File: src/rtl/udc_pkg.sv
`default_nettype none
// ============================================================================
// Module      : udc_pkg
// Description : Shared types and elaboration helpers for the modulo-N
//               up/down counter (updn_counter_mod). Optional feature macro
//               used by the counter: UDC_STEP_EN.
// Revision    : 1.0 - initial release
// ============================================================================
package udc_pkg;

  // Bound behaviour selected by the sat_mode input
  typedef enum logic {
    UDC_WRAP = 1'b0,
    UDC_SAT  = 1'b1
  } udc_mode_e;

  // Narrowest counter that still has distinct min/max/interior values
  localparam int c_udc_min_width = 2;

  // True when the modulus is legal and all of 0..modulus-1 fit in width bits
  function automatic bit udc_mod_fits(input int width, input int modulus);
    return (modulus >= 2) && ($clog2(modulus) <= width);
  endfunction

endpackage : udc_pkg
`default_nettype wire

File: src/rtl/udc_next_calc.sv
`default_nettype none
// ============================================================================
// Module      : udc_next_calc
// Description : Combinational next-count calculator for updn_counter_mod.
//               Given the current count, step, direction and bound mode it
//               produces the next count plus wrap/saturate events. All
//               arithmetic is carried in WIDTH+1 bits so that a carry or
//               borrow past the modulus is never silently dropped.
// Revision    : 1.0 - initial release
// ============================================================================
module udc_next_calc
  import udc_pkg::*;
#(
  parameter int WIDTH = 3,
  parameter int MOD   = 2**WIDTH
) (
  input  logic [WIDTH-1:0] count,
  input  logic [WIDTH-1:0] step,
  input  logic             down,
  input  udc_mode_e        mode,
  output logic [WIDTH-1:0] nxt,
  output logic             wrap_ev,
  output logic             sat_ev
);

  localparam logic [WIDTH:0] c_mod = (WIDTH+1)'(MOD);
  localparam logic [WIDTH:0] c_max = (WIDTH+1)'(MOD - 1);

  logic [WIDTH:0] w_count_x;
  logic [WIDTH:0] w_step_x;
  logic [WIDTH:0] w_step_red;
  logic [WIDTH:0] w_sum_red;
  logic [WIDTH:0] w_sum_raw;
  logic [WIDTH:0] w_diff_wrap;

  assign w_count_x  = {1'b0, count};
  assign w_step_x   = {1'b0, step};

  // In wrap mode a step of MOD or more is equivalent to its residue; the
  // reduction collapses to a wire when MOD is a power of two covering step.
  assign w_step_red = w_step_x % c_mod;

  // count < MOD and step_red < MOD, so the sum stays below 2*MOD <= 2**(WIDTH+1)
  assign w_sum_red  = w_count_x + w_step_red;

  // Saturating paths compare against the unreduced step
  assign w_sum_raw  = w_count_x + w_step_x;

  // Borrow-wrap result, only selected when count < step_red, so it lands in 0..MOD-1
  assign w_diff_wrap = w_count_x + c_mod - w_step_red;

  // Select next value and bound events for the requested direction and mode
  always_comb begin
    nxt     = count;
    wrap_ev = 1'b0;
    sat_ev  = 1'b0;
    if (mode == UDC_WRAP) begin
      if (!down) begin
        if (w_sum_red >= c_mod) begin
          nxt     = WIDTH'(w_sum_red - c_mod);
          wrap_ev = 1'b1;
        end else begin
          nxt     = w_sum_red[WIDTH-1:0];
        end
      end else begin
        if (w_count_x < w_step_red) begin
          nxt     = w_diff_wrap[WIDTH-1:0];
          wrap_ev = 1'b1;
        end else begin
          nxt     = WIDTH'(w_count_x - w_step_red);
        end
      end
    end else begin
      if (!down) begin
        if (w_sum_raw > c_max) begin
          nxt    = c_max[WIDTH-1:0];
          sat_ev = 1'b1;
        end else begin
          nxt    = w_sum_raw[WIDTH-1:0];
        end
      end else begin
        if (w_count_x < w_step_x) begin
          nxt    = '0;
          sat_ev = 1'b1;
        end else begin
          nxt    = WIDTH'(w_count_x - w_step_x);
        end
      end
    end
  end

endmodule : udc_next_calc
`default_nettype wire

File: src/rtl/updn_counter_mod.sv
`default_nettype none
// ============================================================================
// Module      : updn_counter_mod
// Description : Parametrised modulo-MOD up/down counter with enable,
//               synchronous load (clamped to MOD-1), wrap or saturate
//               behaviour at the bounds, a registered wrap pulse, a
//               registered saturation level and combinational at_max /
//               at_min flags. Priority per edge: rst > load > en.
//               Optional macro UDC_STEP_EN adds a 'step' input port that
//               sets the increment/decrement size; without it the step is
//               fixed at 1.
// Revision    : 1.0 - initial release
// ============================================================================
module updn_counter_mod
  import udc_pkg::*;
#(
  parameter int WIDTH   = 3,
  parameter int MOD     = 2**WIDTH,
  parameter int RST_VAL = 0
) (
  input  logic             clk,
  input  logic             rst,
  input  logic             en,
  input  logic             down,
  input  logic             sat_mode,
  input  logic             load,
  input  logic [WIDTH-1:0] load_val,
`ifdef UDC_STEP_EN
  input  logic [WIDTH-1:0] step,
`endif
  output logic [WIDTH-1:0] count,
  output logic             wrap,
  output logic             sat,
  output logic             at_max,
  output logic             at_min
);

  localparam logic [WIDTH:0]   c_mod     = (WIDTH+1)'(MOD);
  localparam logic [WIDTH-1:0] c_max     = WIDTH'(MOD - 1);
  localparam logic [WIDTH-1:0] c_rst_val = WIDTH'(RST_VAL);

  // Parameter legality checks, evaluated at elaboration
  if (WIDTH < c_udc_min_width) begin : g_chk_width
    $error("updn_counter_mod: WIDTH=%0d is below the minimum of %0d", WIDTH, c_udc_min_width);
  end

  if (!udc_mod_fits(WIDTH, MOD)) begin : g_chk_mod
    $error("updn_counter_mod: MOD=%0d must be in 2..2**WIDTH (WIDTH=%0d)", MOD, WIDTH);
  end

  if ((RST_VAL < 0) || (RST_VAL >= MOD)) begin : g_chk_rst_val
    $error("updn_counter_mod: RST_VAL=%0d must be below MOD=%0d", RST_VAL, MOD);
  end

  logic [WIDTH-1:0] r_count;
  logic             r_wrap;
  logic             r_sat;

  logic [WIDTH-1:0] w_step;
  logic [WIDTH-1:0] w_nxt;
  logic             w_wrap_ev;
  logic             w_sat_ev;
  logic [WIDTH-1:0] w_load_clamped;
  udc_mode_e        w_mode;

`ifdef UDC_STEP_EN
  assign w_step = step;
`else
  assign w_step = WIDTH'(1);
`endif

  assign w_mode = udc_mode_e'(sat_mode);

  // Out-of-range load values pin to the top of the count range
  assign w_load_clamped = ({1'b0, load_val} >= c_mod) ? c_max : load_val;

  udc_next_calc #(
    .WIDTH (WIDTH),
    .MOD   (MOD)
  ) u_next_calc (
    .count   (r_count),
    .step    (w_step),
    .down    (down),
    .mode    (w_mode),
    .nxt     (w_nxt),
    .wrap_ev (w_wrap_ev),
    .sat_ev  (w_sat_ev)
  );

  // Count register with rst > load > en priority; wrap is a one-cycle pulse, sat is a held level
  always_ff @(posedge clk) begin
    if (rst) begin
      r_count <= c_rst_val;
      r_wrap  <= 1'b0;
      r_sat   <= 1'b0;
    end else if (load) begin
      r_count <= w_load_clamped;
      r_wrap  <= 1'b0;
      r_sat   <= 1'b0;
    end else if (en) begin
      r_count <= w_nxt;
      r_wrap  <= w_wrap_ev;
      r_sat   <= w_sat_ev;
    end else begin
      r_wrap  <= 1'b0;
    end
  end

  assign count  = r_count;
  assign wrap   = r_wrap;
  assign sat    = r_sat;
  assign at_max = (r_count == c_max);
  assign at_min = (r_count == '0);

endmodule : updn_counter_mod
`default_nettype wire
File: config.mk
export PLATFORM = sky130hd
export DESIGN_NAME = updn_counter_mod
export DESIGN_NICKNAME = d
export VERILOG_FILES = /design/src/rtl/udc_pkg.sv /design/src/rtl/udc_next_calc.sv /design/src/rtl/updn_counter_mod.sv
export SDC_FILE = /design/constraint.sdc
export NUM_CORES = 1
export LEC_CHECK = 0
export CORE_AREA = 4 4 41 43
export DETAILED_ROUTE_END_ITERATION = 6
export DIE_AREA = 0 0 45 47
export PLACE_DENSITY_LB_ADDON = 0.1
export SLEW_MARGIN = 20
export SYNTH_ARGS = -nofsm -noshare
export SYNTH_HDL_FRONTEND = slang
export SYNTH_SLANG_ARGS = --single-unit
File: constraint.sdc
create_clock -name clk -period 1.6 [get_ports clk]
set_input_delay 0.32 -clock clk [delete_from_list [all_inputs] [get_ports clk]]
set_output_delay 0.32 -clock clk [all_outputs]
set_load 0.05 [all_outputs]
==> results of run 1 <==
-- cells in the mapped netlist, types with 2 or more instances --
| cell | number | area, um2 |
|---|---|---|
| nand2b_1 | 3 | 18.8 |
| nor2b_1 | 3 | 18.8 |
| nand4b_1 | 2 | 17.5 |
| a211oi_2 | 2 | 25.0 |
| o32ai_1 | 2 | 17.5 |
| inv_1 | 3 | 11.3 |
| ha_1 | 4 | 50.1 |
| nor2_1 | 2 | 7.51 |
| nor3b_1 | 3 | 22.5 |
| dfxtp_1 | 5 | 100 |
| a21oi_1 | 3 | 15.0 |
-- worst min path at each step --
| stage | slack, ps | cells past startpoint | endpoint | start |
|---|---|---|---|---|
| final | 480 | 2 | sat$_SDFFE_PP0P_ | sat$_SDFFE_PP0P_ |
| after global routing | 500 | 2 | sat$_SDFFE_PP0P_ | sat$_SDFFE_PP0P_ |
| after CTS | 480 | 2 | sat$_SDFFE_PP0P_ | sat$_SDFFE_PP0P_ |
| after detailed placement | 470 | 2 | sat$_SDFFE_PP0P_ | sat$_SDFFE_PP0P_ |
| after global placement | 470 | 2 | sat$_SDFFE_PP0P_ | sat$_SDFFE_PP0P_ |
| after floorplan | 400 | 1 | wrap$_SDFF_PP0_ | sat_mode |
-- layout make-up --
cell class / count / area (um2)
fillers: 129 / 603
multi-input cells: 37 / 299
repair buffers: 22 / 235
flip-flops and latches: 5 / 108
clock buffers: 4 / 26.3
well taps: 15 / 18.8
inverters: 3 / 11.3
-- cells by family (layout without fill, tap and decap cells) --
kind of cell	Yosys count	in the layout	synth area share
AND/OR/NAND/NOR	20	20	0.339
AO/OA/AOI/OAI	13	13	0.247
adder cells (fa/ha/maj)	4	4	0.119
flip-flops	5	5	0.238
buffers and inverters	6	29	0.0565
-- power by group through the flow --
stage | registers, mW | logic, mW | clock network (mW)
6_report | 0.154 | 0.206 | 0.146
4_1_cts | 0.155 | 0.198 | 0.150
3_5_place_dp | 0.157 | 0.196 | 0
3_3_place_gp | 0.158 | 0.195 | 0
2_1_floorplan | 0.173 | 0.0919 | 0
5_1_grt | 0.155 | 0.221 | 0.159
-- per-stage QoR --
stage	setup slack, ps	cells	hold WS [ps]	power [mW]	util
2_1_floorplan	80.2	48	399	0.265	-
3_3_place_gp	-45.9	80	472	0.353	0.501
5_1_grt	10.2	86	498	0.535	0.537
4_1_cts	35.5	84	479	0.503	0.525
6_report	53.7	86	478	0.506	0.537
3_5_place_dp	-48.4	80	468	0.353	0.501
-- timing repair --
item,in CTS,in global routing
pin swaps,0,0
buffers inserted,0,2
resized for setup,2,0
hold buffers,0,0
setup endpoints to repair,1,1
-- state kept, by name (all words and copies together) (netlist names) --
name	cells
count	3
sat	1
wrap	1
-- per-layer routing --
layer | track usage | part of all wire | vias up
li1 | - | - | 230
met1 | 0.128 | 0.47 | 206
met2 | 0.198 | 0.45 | 17
met3 | 0.0383 | 0.070 | 2
met4 | 0.0351 | 0.0069 | 0
met5 | 0 | 0 | -
-- worst max-delay path, stage by stage (launching register included) --
cell and delay [ps]:
dfxtp_4 410, inv_1 80, ha_1 170, nor2b_2 140
buf_4 180
==> flow_summary.json, run 1 <==
{
  "rsz0062_at_grt": "no",
  "ioPinCount": 16,
  "netlist_area_um2": 420,
  "via_per_inst": 5.29,
  "drt-initial-drc-count": 15,
  "leakagePower_nw": 0.278,
  "tightest_slew_ps": 355,
  "layout-drive-gt1-share": 0.338,
  "gr-total-overflow": 0,
  "reg2reg_slack_ps": 210,
  "rr_worst_depth": 5,
  "drv_slew": 0,
  "grt_max_degree": 11,
  "power.density_mw_per_mm2": 725,
  "antenna_left": 0,
  "cts_tree": "done",
  "num_rows": 13,
  "start_kind": "flop",
  "intPower_uw": 331,
  "synthFlopType": "dfxtp_1",
  "track_usage": 0.112,
  "synth_seq_cells": 5,
  "gp_congestion": 0.747,
  "htreeDepth": 1,
  "pwr-share-comb": 0.407,
  "cts_root_buf": "clkbuf_4",
  "mostFrequentLayoutCells": "10 x buf_4, 8 x clkdlybuf4s50_1, 4 x ha_1, 4 x buf_12",
  "vias": 455,
  "grt_pass1_vias": 414,
  "grt_pass1_wl_um": 1730,
  "r2r-end": "count[1]$_SDFFE_PP0P_",
  "clkLatencyLatePin_ps": 240,
  "max_freq_mhz": 647,
  "wl_per_cell_um": 13.4,
  "maxSlewHeadroom": 0.763,
  "dr.pass1.iters": 4,
  "startpoint": "count[1]$_SDFFE_PP0P_",
  "setup_violations": 0,
  "maxCapViolations": 0,
  "drt-total-wl_um": 1150,
  "cts_num_sinks": 5,
  "io_buffer_count": 15,
  "switching_share": 0.345,
  "dieArea_mm2": 0.00212,
  "cts_buffers": 3,
  "final-hold-violation-count": 0,
  "critPathKind": "flop to output port",
  "diodes": 0,
  "drc_errors": 0,
  "coreArea_mm2": 0.00130,
  "seqPwrFrac": 0.304,
  "clock_skew_ps": 4.73,
  "p_clk_frac": 0.289,
  "yosys_warnings": 0,
  "crit_end": "at_min",
  "critPathArrivalTime_ps": 1230,
  "final_common_cell": "buf_4",
  "async_flop_share": 0,
  "status": "complete, no violations",
  "design_area_um2": 698,
  "syn_nets": 61,
  "cp.required_ps": 1280,
  "hpwl_um": 807,
  "synthesis.instances": 48,
  "antenna_found_initial": 0,
  "setup_tns_ps": 0,
  "ys_types": 27,
  "syn_avg_cell_area_um2": 8.76,
  "hp-class": "flop to flop",
  "cp-end-kind": "output port",
  "clk_pin_slew_ps": 50,
  "placed_area_um2": 652,
  "areaGrowthSynthToFinish_pct": 66.1,
  "r2r-start": "count[1]$_SDFFE_PP0P_",
  "fp.dieH_um": 47,
  "clk_path_buf_depth": 2,
  "period_needed_ps": 1550,
  "start_util": 0.323,
  "die_w_um": 45,
  "vdd_drop_max_v": 0.000314,
  "num-nets-final": 85,
  "yosysSeqAreaShare": 0.238,
  "power_switching_uw": 175,
  "synth-edff-count": 0,
  "fin_crit_sh": 0.966,
  "cp_max_fo": 10
}
Note: power is estimated with default switching activity, not from simulation.
==> run 2: changes to the inputs <==
- CORE_AREA: 4 4 41 43 -> 2 2 39 41
- DIE_AREA: 0 0 45 47 -> 0 0 41 43
- clock period: 1.6 -> 1.8 ns (I/O delays scaled with it)
==> run 2 against run 1 <==
Compared with the run above: combinational power shrank 24%; final area is 8.4% lower; hold slack gained 3.9 ps; register-to-register slack improved by 190 ps; sequential power fell by 10%; first-iteration DRC count shrank 60%; sequential share of layout area grew 0.63 points; via count is 4.0% lower; largest cell class unchanged; highest routed layer unchanged.
==> flow_summary.json, run 2 (synthesized netlist as in run 1, its figures left out) <==
{
  "status": "complete, no violations",
  "fin_crit_sh": 0.924,
  "cts_buffers": 3,
  "vdd_drop_max_v": 0.000367,
  "pwr-share-comb": 0.366,
  "hpwl_um": 792,
  "max_freq_mhz": 601,
  "setup_tns_ps": 0,
  "drt-total-wl_um": 1010,
  "vias": 437,
  "rsz0062_at_grt": "no",
  "clkLatencyLatePin_ps": 240,
  "worst_path_largest_cell_delay_ps": 440,
  "critPathTopFamily": "flip-flops",
  "clock_skew_ps": 0.465,
  "cp.buffers_inverters": 2,
  "worst_slack_ps": 137,
  "clk_path_buf_depth": 2,
  "switching_share": 0.350,
  "critPathArrivalTime_ps": 1300,
  "place_ws_ps": 119,
  "power_switching_uw": 149,
  "dieArea_mm2": 0.00176,
  "final-hold-violation-count": 0,
  "dpl.cell_count": 79,
  "crit_end": "at_min",
  "intPower_uw": 277,
  "p_clk_frac": 0.311,
  "period_needed_ps": 1660,
  "drc_errors": 0,
  "cts_tree": "done",
  "cts_num_sinks": 5,
  "drv_slew": 0,
  "hold_buffers": 0,
  "tightest_slew_ps": 469,
  "gp_congestion": 0.802,
  "fp.dieH_um": 43,
  "start_kind": "flop",
  "wl_per_cell_um": 12.1,
  "r2r-start": "count[0]$_SDFFE_PP0P_",
  "setup_violations": 0,
  "grt_pass1_wl_um": 1710,
  "r2r-end": "count[1]$_SDFFE_PP0P_",
  "ioPinCount": 16,
  "cp_max_fo": 10,
  "gr-total-overflow": 0,
  "antenna_found_initial": 0,
  "path_cells": "inv_1 -> ha_1 -> nor2b_2 -> buf_4",
  "htreeDepth": 1,
  "maxCapViolations": 0,
  "mostFrequentLayoutCells": "8 x clkdlybuf4s50_1, 8 x buf_4, 4 x ha_1",
  "cts.repair.resized": 0,
  "grt_pass1_vias": 404,
  "reg2reg_slack_ps": 400,
  "post-cts-setup-buffers": 0,
  "cts_root_buf": "clkbuf_4",
  "layout-drive-gt1-share": 0.299,
  "drt-initial-drc-count": 6,
  "die_w_um": 41,
  "diodes": 0,
  "areaGrowthSynthToFinish_pct": 52.1,
  "startpoint": "count[0]$_SDFFE_PP0P_",
  "maxSlewHeadroom": 0.687,
  "num-nets-final": 81,
  "antenna_left": 0,
  "track_usage": 0.147,
  "dr.pass1.iters": 4,
  "rr_worst_depth": 5,
  "via_per_inst": 5.27,
  "cp.depth": 4,
  "clk_pin_slew_ps": 40,
  "leakagePower_nw": 0.250,
  "critPathKind": "flop to output port",
  "start_util": 0.304,
  "grt_max_degree": 13,
  "num_rows": 14,
  "largest_reg_flops": 3,
  "cp.required_ps": 1440,
  "hp-class": "flop to flop",
  "cp-end-kind": "output port",
  "power.density_mw_per_mm2": 667,
  "worst_path_max_delay_cell": "dfxtp_2",
  "coreArea_mm2": 0.00138,
  "seqPwrFrac": 0.324,
  "io_buffer_count": 15,
  "finalNonFillerCells": 83,
  "p_total_uw": 426
}
==> run 2: cell count changes in the layout (fill, tap and decap cells not counted), sizes merged <==
| cell | before | now |
|---|---|---|
| buf | 14 | 10 |
==> run 2: layer usage <==
metal	vias to the layer above	GRT usage	part of all wire
li1	222	-	-
met1	194	0.184	0.44
met2	17	0.213	0.47
met3	4	0.0314	0.064
met4	0	0.100	0.023
met5	-	0	0
==> run 2: worst min-delay path by stage <==
stage / start / end / slack [ps] / cells after the start
6_report: sat$_SDFFE_PP0P_ / sat$_SDFFE_PP0P_ / 480 / 2
5_1_grt: sat$_SDFFE_PP0P_ / sat$_SDFFE_PP0P_ / 500 / 2
3_5_place_dp: sat$_SDFFE_PP0P_ / sat$_SDFFE_PP0P_ / 480 / 2
3_3_place_gp: sat$_SDFFE_PP0P_ / sat$_SDFFE_PP0P_ / 470 / 2
4_1_cts: sat$_SDFFE_PP0P_ / sat$_SDFFE_PP0P_ / 490 / 2
2_1_floorplan: sat_mode / wrap$_SDFF_PP0_ / 440 / 1
==> run 2: worst min-delay path, stage by stage (launching register included) <==
cell	delay (ps)
dfxtp_1	300
nand2b_1	70
a211oi_1	60
==> run 2: power by group through the flow <==
stage	combinational (mW)	sequential [mW]	clock, mW
floorplan	0.0817	0.154	0
global placement	0.157	0.141	0
detailed placement	0.157	0.140	0
CTS	0.158	0.138	0.136
global route	0.170	0.140	0.144
finish	0.156	0.138	0.132
==> run 2: cell type report <==
class	instances	area, um2
flip-flops and latches	5	103
fillers	146	744
repair buffers	18	180
multi-input cells	37	299
inverters	3	11.3
clock buffers	4	26.3
well taps	16	20.0
==> run 2: stage by stage <==
| stage | utilization | hold slack, ps | area, um2 |
|---|---|---|---|
| 2_1_floorplan | - | 439 | 425 |
| 3_3_place_gp | 0.443 | 469 | 613 |
| 3_5_place_dp | 0.443 | 477 | 613 |
| 4_1_cts | 0.462 | 489 | 639 |
| 5_1_grt | 0.462 | 502 | 639 |
| 6_report | 0.462 | 482 | 639 |
